**src/rtl/uart_pkg.sv**
```systemverilog
// ---------------------------------------------------------------------------
// uart_pkg
//   Shared definitions for the UART transmit/receive blocks.
//   Contents:
//     - DATA_BITS      : bits per UART character
//     - uart_state_e   : frame-sequencer state encoding
//     - clog2()        : width helper for the baud counter
// ---------------------------------------------------------------------------
package uart_pkg;

   localparam int DATA_BITS = 8;

   typedef enum logic [1:0] {
      ST_IDLE  = 2'd0,
      ST_START = 2'd1,
      ST_DATA  = 2'd2,
      ST_STOP  = 2'd3
   } uart_state_e;

   // Ceiling log2: number of bits needed to hold the values 0..value-1.
   function automatic int clog2(input int value);
      int result;
      result = 0;
      for (int v = value - 1; v > 0; v = v >> 1) begin
         result++;
      end
      return result;
   endfunction

endpackage

```
**src/rtl/uart_baud_tick.sv**
```systemverilog
// ---------------------------------------------------------------------------
// uart_baud_tick
//   Free-running bit-period counter. It counts 0..CLKS_PER_BIT-1 and raises
//   tick for exactly one cycle, on the count CLKS_PER_BIT-1.
//   Ports:
//     clock  in   single clock, posedge
//     reset  in   synchronous, active-high; clears the count
//     clear  in   holds/restarts the count at zero
//     tick   out  one-cycle pulse at the end of each bit period
// ---------------------------------------------------------------------------
module uart_baud_tick
   import uart_pkg::*;
#(
   parameter int CLKS_PER_BIT = 104
) (
   input  logic clock,
   input  logic reset,
   input  logic clear,
   output logic tick
);

   localparam int CNT_W = (clog2(CLKS_PER_BIT) < 1) ? 1 : clog2(CLKS_PER_BIT);
   localparam logic [CNT_W-1:0] CNT_MAX = CNT_W'(CLKS_PER_BIT - 1);

   logic [CNT_W-1:0] cnt_q;
   logic [CNT_W-1:0] cnt_d;

   assign tick = (cnt_q == CNT_MAX);

   always_comb begin
      // NOTE: every always_comb output gets a default first, so no path
      // through the block leaves it unassigned and no latch is inferred.
      cnt_d = cnt_q + 1'b1;
      if (clear || tick) begin
         cnt_d = '0;
      end
   end

   // NOTE: state registers use non-blocking assignments only; blocking ones
   // here would make the result depend on process evaluation order.
   always_ff @(posedge clock) begin
      if (reset) begin
         cnt_q <= '0;
      end else begin
         cnt_q <= cnt_d;
      end
   end

endmodule

```
**src/rtl/axis_uart_tx.sv**
```systemverilog
// ---------------------------------------------------------------------------
// axis_uart_tx
//   AXI-stream byte sink that serializes each accepted byte as an 8N1/8N2
//   UART frame (start bit, 8 data bits LSB first, STOP_BITS stop bits).
//   A handshake in the last cycle of the last stop bit chains straight into
//   the next start bit, so a held ivalid gives gap-free back-to-back frames.
//   Ports:
//     clock   in   single clock, posedge
//     reset   in   synchronous, active-high
//     idata   in   stream byte, sampled on ivalid && iready
//     ivalid  in   upstream has a byte
//     iready  out  byte accepted this cycle if ivalid (depends on state only)
//     txd     out  registered UART line, idle high
//     busy    out  frame in progress
// ---------------------------------------------------------------------------
module axis_uart_tx
   import uart_pkg::*;
#(
   parameter int CLKS_PER_BIT = 104,
   parameter int STOP_BITS    = 1
) (
   input  logic                 clock,
   input  logic                 reset,
   input  logic [DATA_BITS-1:0] idata,
   input  logic                 ivalid,
   output logic                 iready,
   output logic                 txd,
   output logic                 busy
);

   localparam logic [3:0] LAST_DATA = 4'(DATA_BITS - 1);
   localparam logic [3:0] LAST_STOP = 4'(STOP_BITS - 1);

   uart_state_e          state_q, state_d;
   logic [DATA_BITS-1:0] shift_q, shift_d;
   logic [3:0]           bitcnt_q, bitcnt_d;
   logic                 txd_q, txd_d;

   logic tick;
   logic last_stop;
   logic handshake;

   // The baud counter is parked at zero while idle, so the start bit of a
   // frame accepted from IDLE lasts exactly CLKS_PER_BIT cycles. When frames
   // chain, the counter wraps to zero on its own.
   uart_baud_tick #(
      .CLKS_PER_BIT(CLKS_PER_BIT)
   ) u_baud (
      .clock(clock),
      .reset(reset),
      .clear(state_q == ST_IDLE),
      .tick (tick)
   );

   assign last_stop = (state_q == ST_STOP) && (bitcnt_q == LAST_STOP) && tick;

   // iready looks only at state, counters and reset, never at ivalid, so it
   // cannot form a combinational loop with an upstream FIFO.
   assign iready    = !reset && ((state_q == ST_IDLE) || last_stop);
   assign handshake = ivalid && iready;
   assign busy      = (state_q != ST_IDLE);
   assign txd       = txd_q;

   always_comb begin
      state_d  = state_q;
      shift_d  = shift_q;
      bitcnt_d = bitcnt_q;

      unique case (state_q)
         ST_IDLE: begin
            if (handshake) begin
               state_d = ST_START;
               shift_d = idata;
            end
         end

         ST_START: begin
            if (tick) begin
               state_d  = ST_DATA;
               bitcnt_d = '0;
            end
         end

         ST_DATA: begin
            if (tick) begin
               if (bitcnt_q == LAST_DATA) begin
                  state_d  = ST_STOP;
                  bitcnt_d = '0;
               end else begin
                  bitcnt_d = bitcnt_q + 4'd1;
                  shift_d  = shift_q >> 1;
               end
            end
         end

         ST_STOP: begin
            if (tick) begin
               if (bitcnt_q == LAST_STOP) begin
                  bitcnt_d = '0;
                  if (handshake) begin
                     state_d = ST_START;
                     shift_d = idata;
                  end else begin
                     state_d = ST_IDLE;
                  end
               end else begin
                  bitcnt_d = bitcnt_q + 4'd1;
               end
            end
         end

         default: begin
            state_d = ST_IDLE;
         end
      endcase
   end

   // The line level is decoded from the next state and registered, so txd
   // changes in the same cycle the state does and has no path from idata.
   always_comb begin
      txd_d = 1'b1;
      case (state_d)
         ST_START: txd_d = 1'b0;
         ST_DATA:  txd_d = shift_d[0];
         default:  txd_d = 1'b1;
      endcase
   end

   always_ff @(posedge clock) begin
      if (reset) begin
         state_q  <= ST_IDLE;
         bitcnt_q <= '0;
         txd_q    <= 1'b1;
         // NOTE: the shift register is a handful of plain flops, not a RAM,
         // so it is reset with the control state to keep X off the line.
         shift_q  <= '0;
      end else begin
         state_q  <= state_d;
         bitcnt_q <= bitcnt_d;
         txd_q    <= txd_d;
         shift_q  <= shift_d;
      end
   end

endmodule
```
**config.mk**
```make
export PLATFORM = sky130hd
export DESIGN_NAME = axis_uart_tx
export DESIGN_NICKNAME = d
export VERILOG_FILES = /design/src/rtl/uart_pkg.sv /design/src/rtl/uart_baud_tick.sv /design/src/rtl/axis_uart_tx.sv
export SDC_FILE = /design/constraint.sdc
export NUM_CORES = 1
export LEC_CHECK = 0
export BUFFER_PORTS_ARGS = -buffer_cell sky130_fd_sc_hd__clkbuf_2
export CAP_MARGIN = 10
export CORE_ASPECT_RATIO = 2
export CORE_MARGIN = 3
export CORE_UTILIZATION = 31
export DETAILED_ROUTE_END_ITERATION = 10
export GPL_ROUTABILITY_DRIVEN = 0
export PLACE_DENSITY = 0.48
export REMOVE_ABC_BUFFERS = 1
export SETUP_SLACK_MARGIN = 0.2
export SLEW_MARGIN = 20
export SYNTH_ARGS = -nofsm -noshare
export SYNTH_HDL_FRONTEND = slang
export SYNTH_SLANG_ARGS = --single-unit
```
**constraint.sdc**
```tcl
create_clock -name clock -period 1.7 [get_ports clock]
set_input_delay 0.34 -clock clock [delete_from_list [all_inputs] [get_ports clock]]
set_output_delay 0.34 -clock clock [all_outputs]
set_load 0.02 [all_outputs]
```
# == Word level (Yosys, flattened, before mapping) ==
# Cells that the tools add are included.
# word_totals
latch_bits,0
ramBits,0
ff_bits,22
input_bits,11
rom_bits,0
word_cells,56
memories,0
out_inout_bits,3
# op_classes
muxes,21
n_reduce_logical,15
shifts,0
add_sub_neg,2
order_cmp,0
div_mod_pow,0
multipliers,0
bitwise_logic,0
eq_ne,12
# ops
cell,count
$mux W8,5
$pmux W8 S3,1
$mux W4,5
$mux W2,6
$pmux W4 S3,1
$ne A2 B2 Y1 const B,4
$pmux W2 S4,1
$add A7 B1 Y7 const B,1
$eq A7 B7 Y1 const B,1
$eq A2 B2 Y1 const B,3
$reduce_bool A3 Y1,2
$reduce_and A5 Y1,1
$add A4 B1 Y4 const B,1
$eq A2 B1 Y1 const B,2
$eq A4 B3 Y1 const B,1
$logic_and A1 B1 Y1,4
$logic_not A4 Y1,1
$reduce_and A4 Y1,1
$logic_not A2 Y1,1
$logic_or A1 B1 Y1,2
$ne A2 B1 Y1 const B,1
$pmux W1 S2,1
$reduce_bool A2 Y1,1
$reduce_or A2 Y1,1
other kinds (2),2

# == Logic depth before layout (Yosys ltp) ==
# depth
ltp_word,12
ltp_mapped,7
ltp_nobuf,7

# == Cells and area by module ==
# Synthesis repeated with hierarchy kept, for this count alone.
# hier_totals
hier_cells,147
hier_area_um2,1252.5
# modules_own_cells
module,instances,area_per_inst_um2,cells_per_inst,seq_area_each_um2
axis_uart_tx,1,940.9,113,300.3
uart_baud_tick,1,311.5,34,140.1

# == Worst setup path after synthesis ==
# Ideal clock, no wire load.
# synth_path
kind,flip-flop to output port
from,register u_baud.cnt_q[0]
to,output port iready
arrival_ps,1386
path_buffers,0
stages_incl_launch_ff,5
required_ps,1360
path_slack_ps,-26
cell_sequence,dfxtp_1 ha_1 nand3_1 o31a_1 nor2_1
# synth_between
elab_chain_len,4
# synth_lines
element,line_no,rtl
"start, declared",uart_baud_tick.sv:25,logic [CNT_W-1:0] cnt_q;
"start signal, assigned",uart_baud_tick.sv:45,cnt_q <= cnt_d;
$eq A7 B7 Y1,uart_baud_tick.sv:28,assign tick = (cnt_q == CNT_MAX);
$logic_and A1 B1 Y1,axis_uart_tx.sv:55,assign last_stop = (state_q == ST_STOP) && (bitcnt_q == LAST_STOP) && tick;
$logic_or A1 B1 Y1,axis_uart_tx.sv:59,assign iready = !reset && ((state_q == ST_IDLE) || last_stop);
$logic_and A1 B1 Y1,axis_uart_tx.sv:59,
"end, declared",axis_uart_tx.sv:26,"output logic iready,"
# No other way between the ends.

# == Worst setup path after layout ==
# layout_path
from,register bitcnt_q[1]
to,output port iready
# layout_between
elab_chain_len,5
# layout_lines
element,line_no,rtl
"start, declared",axis_uart_tx.sv:36,"logic [3:0] bitcnt_q, bitcnt_d;"
"start signal, assigned",axis_uart_tx.sv:139,bitcnt_q <= bitcnt_d;
$logic_not A4 Y1,axis_uart_tx.sv:55,
$logic_and A1 B1 Y1 (2 in a row),axis_uart_tx.sv:55,
$logic_or A1 B1 Y1,axis_uart_tx.sv:59,
$logic_and A1 B1 Y1,axis_uart_tx.sv:59,
# No other way between the ends.

==> metrics.cfg <==
[worst_setup_path]
critical_path.reg2reg.startpoint = bitcnt_q[0]
worst-r2r-cell-count = 9
cp-end-kind = output port
worst_path_max_delay_cell = sky130_fd_sc_hd__dfxtp_2
critical_path.startpoint_type = flip-flop
critical_path.max_fanout = 2
cp_cell_sequence = inv_2, ha_4, nand4bb_4, o31a_1, nor2_1, buf_4
cp_slowest_stage_delay_ns = 0.33
crit_arrival_ns = 1.46
critical_path_required_ns = 1.36
regToRegEndpoint = bitcnt_q[3]
critPathKind = flip-flop to output port
reg2reg_setup_slack_ns = -0.08

[logic_synthesis]
post_synth_instance_area_um2 = 1081
synthTopCellsByArea = sky130_fd_sc_hd__dfxtp_1, sky130_fd_sc_hd__a21oi_1, sky130_fd_sc_hd__nor2_1
synthesis.instances = 127
synth_commonest_cells = sky130_fd_sc_hd__dfxtp_1, sky130_fd_sc_hd__a21oi_1, sky130_fd_sc_hd__nor2_1
yosysMostFrequentCell = sky130_fd_sc_hd__dfxtp_1
synthDistinctLibCells = 35
synth-main-ff-cell = sky130_fd_sc_hd__dfxtp_1
postSynth.asyncResetShare_pct = 0
postSynthRegisterBits = 22
post_synthesis_sequential_area_ratio_pct = 40.74
yosysWarnings = 0
syn-mean-instance-area_um2 = 8.512
synth_top_area_cell = sky130_fd_sc_hd__dfxtp_1
number_of_enable_flip_flop_cells_after_synthesis = 0
synth_top_area_share_pct = 40.74

[min_path]
timing.hold.worst_path_depth = 3
hold_end = shift_q[3]
min-delay-path-class = input pin to flip-flop
hold_path_startpoint = idata[3]

[power_and_ir_drop]
ir_worst_vdd_v = 0.0004137
power_frac_comb_pct = 14.9
power_report.internal_total_uw = 811.8
p_clk_share_pct = 35.3
p_sw_share_pct = 25.11
p_seq_share_pct = 49.7
total_switching_power_uw = 272.3
power.density_nw_per_um2 = 591.8
leakagePower_uw = 0.0006726

[placement]
placed_cells = 188
place_ws_ns = -0.1753
numPortBuffers = 13
detailedPlacementHpwl_mm = 2.255
dpl-instance-area_um2 = 1320

[clocking]
root_buffer = sky130_fd_sc_hd__clkbuf_8
clock_sinks = 22
cts_hold_repair.buffers = 0
clock_insertion_delay_worst_skew_ns = 0.26
cts.clk_slew.worst_paths_ns = 0.09
cts-htree-levels = 1
cts_buffer_count = 3
cts_tree = built
clock_path_buffers = 2

[global_route]
grt_start_max_net_pins = 13
initial_antenna_violation_count = 0
first_pass_grt_wire_length_mm = 4.954
global_route.usage.total_pct = 16.22
grt_remaining_overflow = 0
vias_in_the_first_global_route = 1136

[sta]
fin_skew_ns = 0.005677
min_period_over_period_pct = 105.9
hold_violations = 0
max_freq_mhz = 555.6
unrepaired_setup_endpoints_after_global_routing = true
post-route-worst-setup-slack_ns = -0.09986
final.min_clock_period_ns = 1.800
setup-tns-final_ns = -0.1835
slew_at_the_pin_closest_to_its_max_slew_limit_ns = 0.3476
setup_viol_count_final = 2
maxSlewViolCount = 0
remaining_max_slew_budget_at_the_tightest_pin_pct = 76.58

[layout]
num_antenna_cells = 0
layout.cell_area.non_filler_um2 = 1832
nNetsFinal = 191
final_layout_size_suffix_gt1_share_pct = 57.95
layout.core_utilization_pct = 56.09
final_cell_count_no_fill = 207
fillerInstances = 297
areaGrowthSynthToFinish_pct = 69.44

[die]
num_rows = 29
die-area_um2 = 4275
die_h_um = 89.51
initial_core_util_pct = 33.10
top_level_ports = 14
core_area_um2 = 3266
die_x_um = 47.76

[route]
dr.pass1.iters = 4
wire_per_inst_um = 16.29
post_drt_via_cell_ratio = 5.512
route.final.wire_length_mm = 3.371
drc_errors = 0
routed-via-count = 1141
detail-route-antenna-nets = 0
detailedRoute.firstIterationViolations = 22

[job]
max_cap_violations = 0

[run_status]
status = complete, but fails checks
violations = negative setup slack

critical path: cells and delay by family (launching register included):
family | cells | cell delay [ns]
DFF | 1 | 0.33
AOI/OAI and AO/OA | 1 | 0.27
and+or+nand+nor | 2 | 0.24
buffers and inverters | 2 | 0.21
adders and majority gates | 1 | 0.15
per-layer routing:
layer	routed length (um)	global-route usage (%)	share of wire, %
met2	1997	31.24	59
met5	0	0	0
met1	1168	14.58	35
met3	89	3.024	2.6
met4	115	7.843	3.4
timing repair:
item                                    in CTS  in global routing
setup buffers                               10                  5
endpoints found under the setup margin      20                 22
resized for setup                           43                 41
pin swaps                                    9                 20
power by group through the flow:
stage,Clock (uW),Sequential [uW],Combinational [uW]
after floorplan,0,550,48.8
after global placement,0,549,101
after detailed placement,0,549,101
after CTS,392,537,131
after global routing,403,541,173
final,383,539,162
per-stage QoR:
step / hold slack (ns) / total power [uW]
CTS: 0.3504 / 1060
global placement: 0.4504 / 649.4
detailed placement: 0.4544 / 650.4
global route: 0.3525 / 1118
finish: 0.3503 / 1084
floorplan: 0.4091 / 599.1
registers in the layout, indices dropped and copies added (netlist names):
| name | cells |
|---|---|
| shift_q | 8 |
| u_baud.cnt_q | 7 |
| bitcnt_q | 4 |
| state_q | 2 |
| txd | 1 |
worst max-delay path by stage:
stage	start	endpoint	slack, ns	cells after the start
6_report	bitcnt_q[1]	iready	-0.1	6
4_1_cts	u_baud.cnt_q[4]	iready	-0.13	5
5_1_grt	u_baud.cnt_q[3]	iready	-0.15	5
3_5_place_dp	u_baud.cnt_q[0]	txd	-0.18	6
3_3_place_gp	u_baud.cnt_q[0]	txd	-0.16	6
2_1_floorplan	u_baud.cnt_q[0]	iready	-0.03	4
area by class of cell:
| type | count | area [um2] | share of cell area [%] |
|---|---|---|---|
| inverter | 7 | 26.28 | 1.434 |
| timing repair buffer | 47 | 371.6 | 20.29 |
| sequential | 22 | 455.4 | 24.86 |
| clock buffer | 4 | 55.05 | 3.005 |
| tap | 31 | 38.79 | 2.117 |
| multi-input combinational | 96 | 884.6 | 48.29 |
cells by family (layout without fill, tap and decap cells):
group	count (synthesis)	count (layout)	share of synthesized area (%)
AO/OA/AOI/OAI	35	35	20.83
XOR/XNOR	5	5	4.052
adder cells (fa/ha/maj)	3	3	3.473
buffers and inverters	9	58	3.126
flip-flops	22	22	40.74
AND/OR/NAND/NOR	53	53	27.78
cells in the final DEF, fill, tap and decap left out, drive strengths merged, types with 2 or more instances in the layout:
master	instances
a31oi	2
xor2	2
nand3	6
ha	3
clkbuf	16
nand2	10
nor3b	2
buf	35
inv	7
a2111oi	2
a21oi	15
a22oi	6
and2	2
nor2	16
o21ai	4
xnor2	3
nor3	6
nand4bb	2
nor2b	3
dfxtp	22
(Power assumes the default switching activity.)
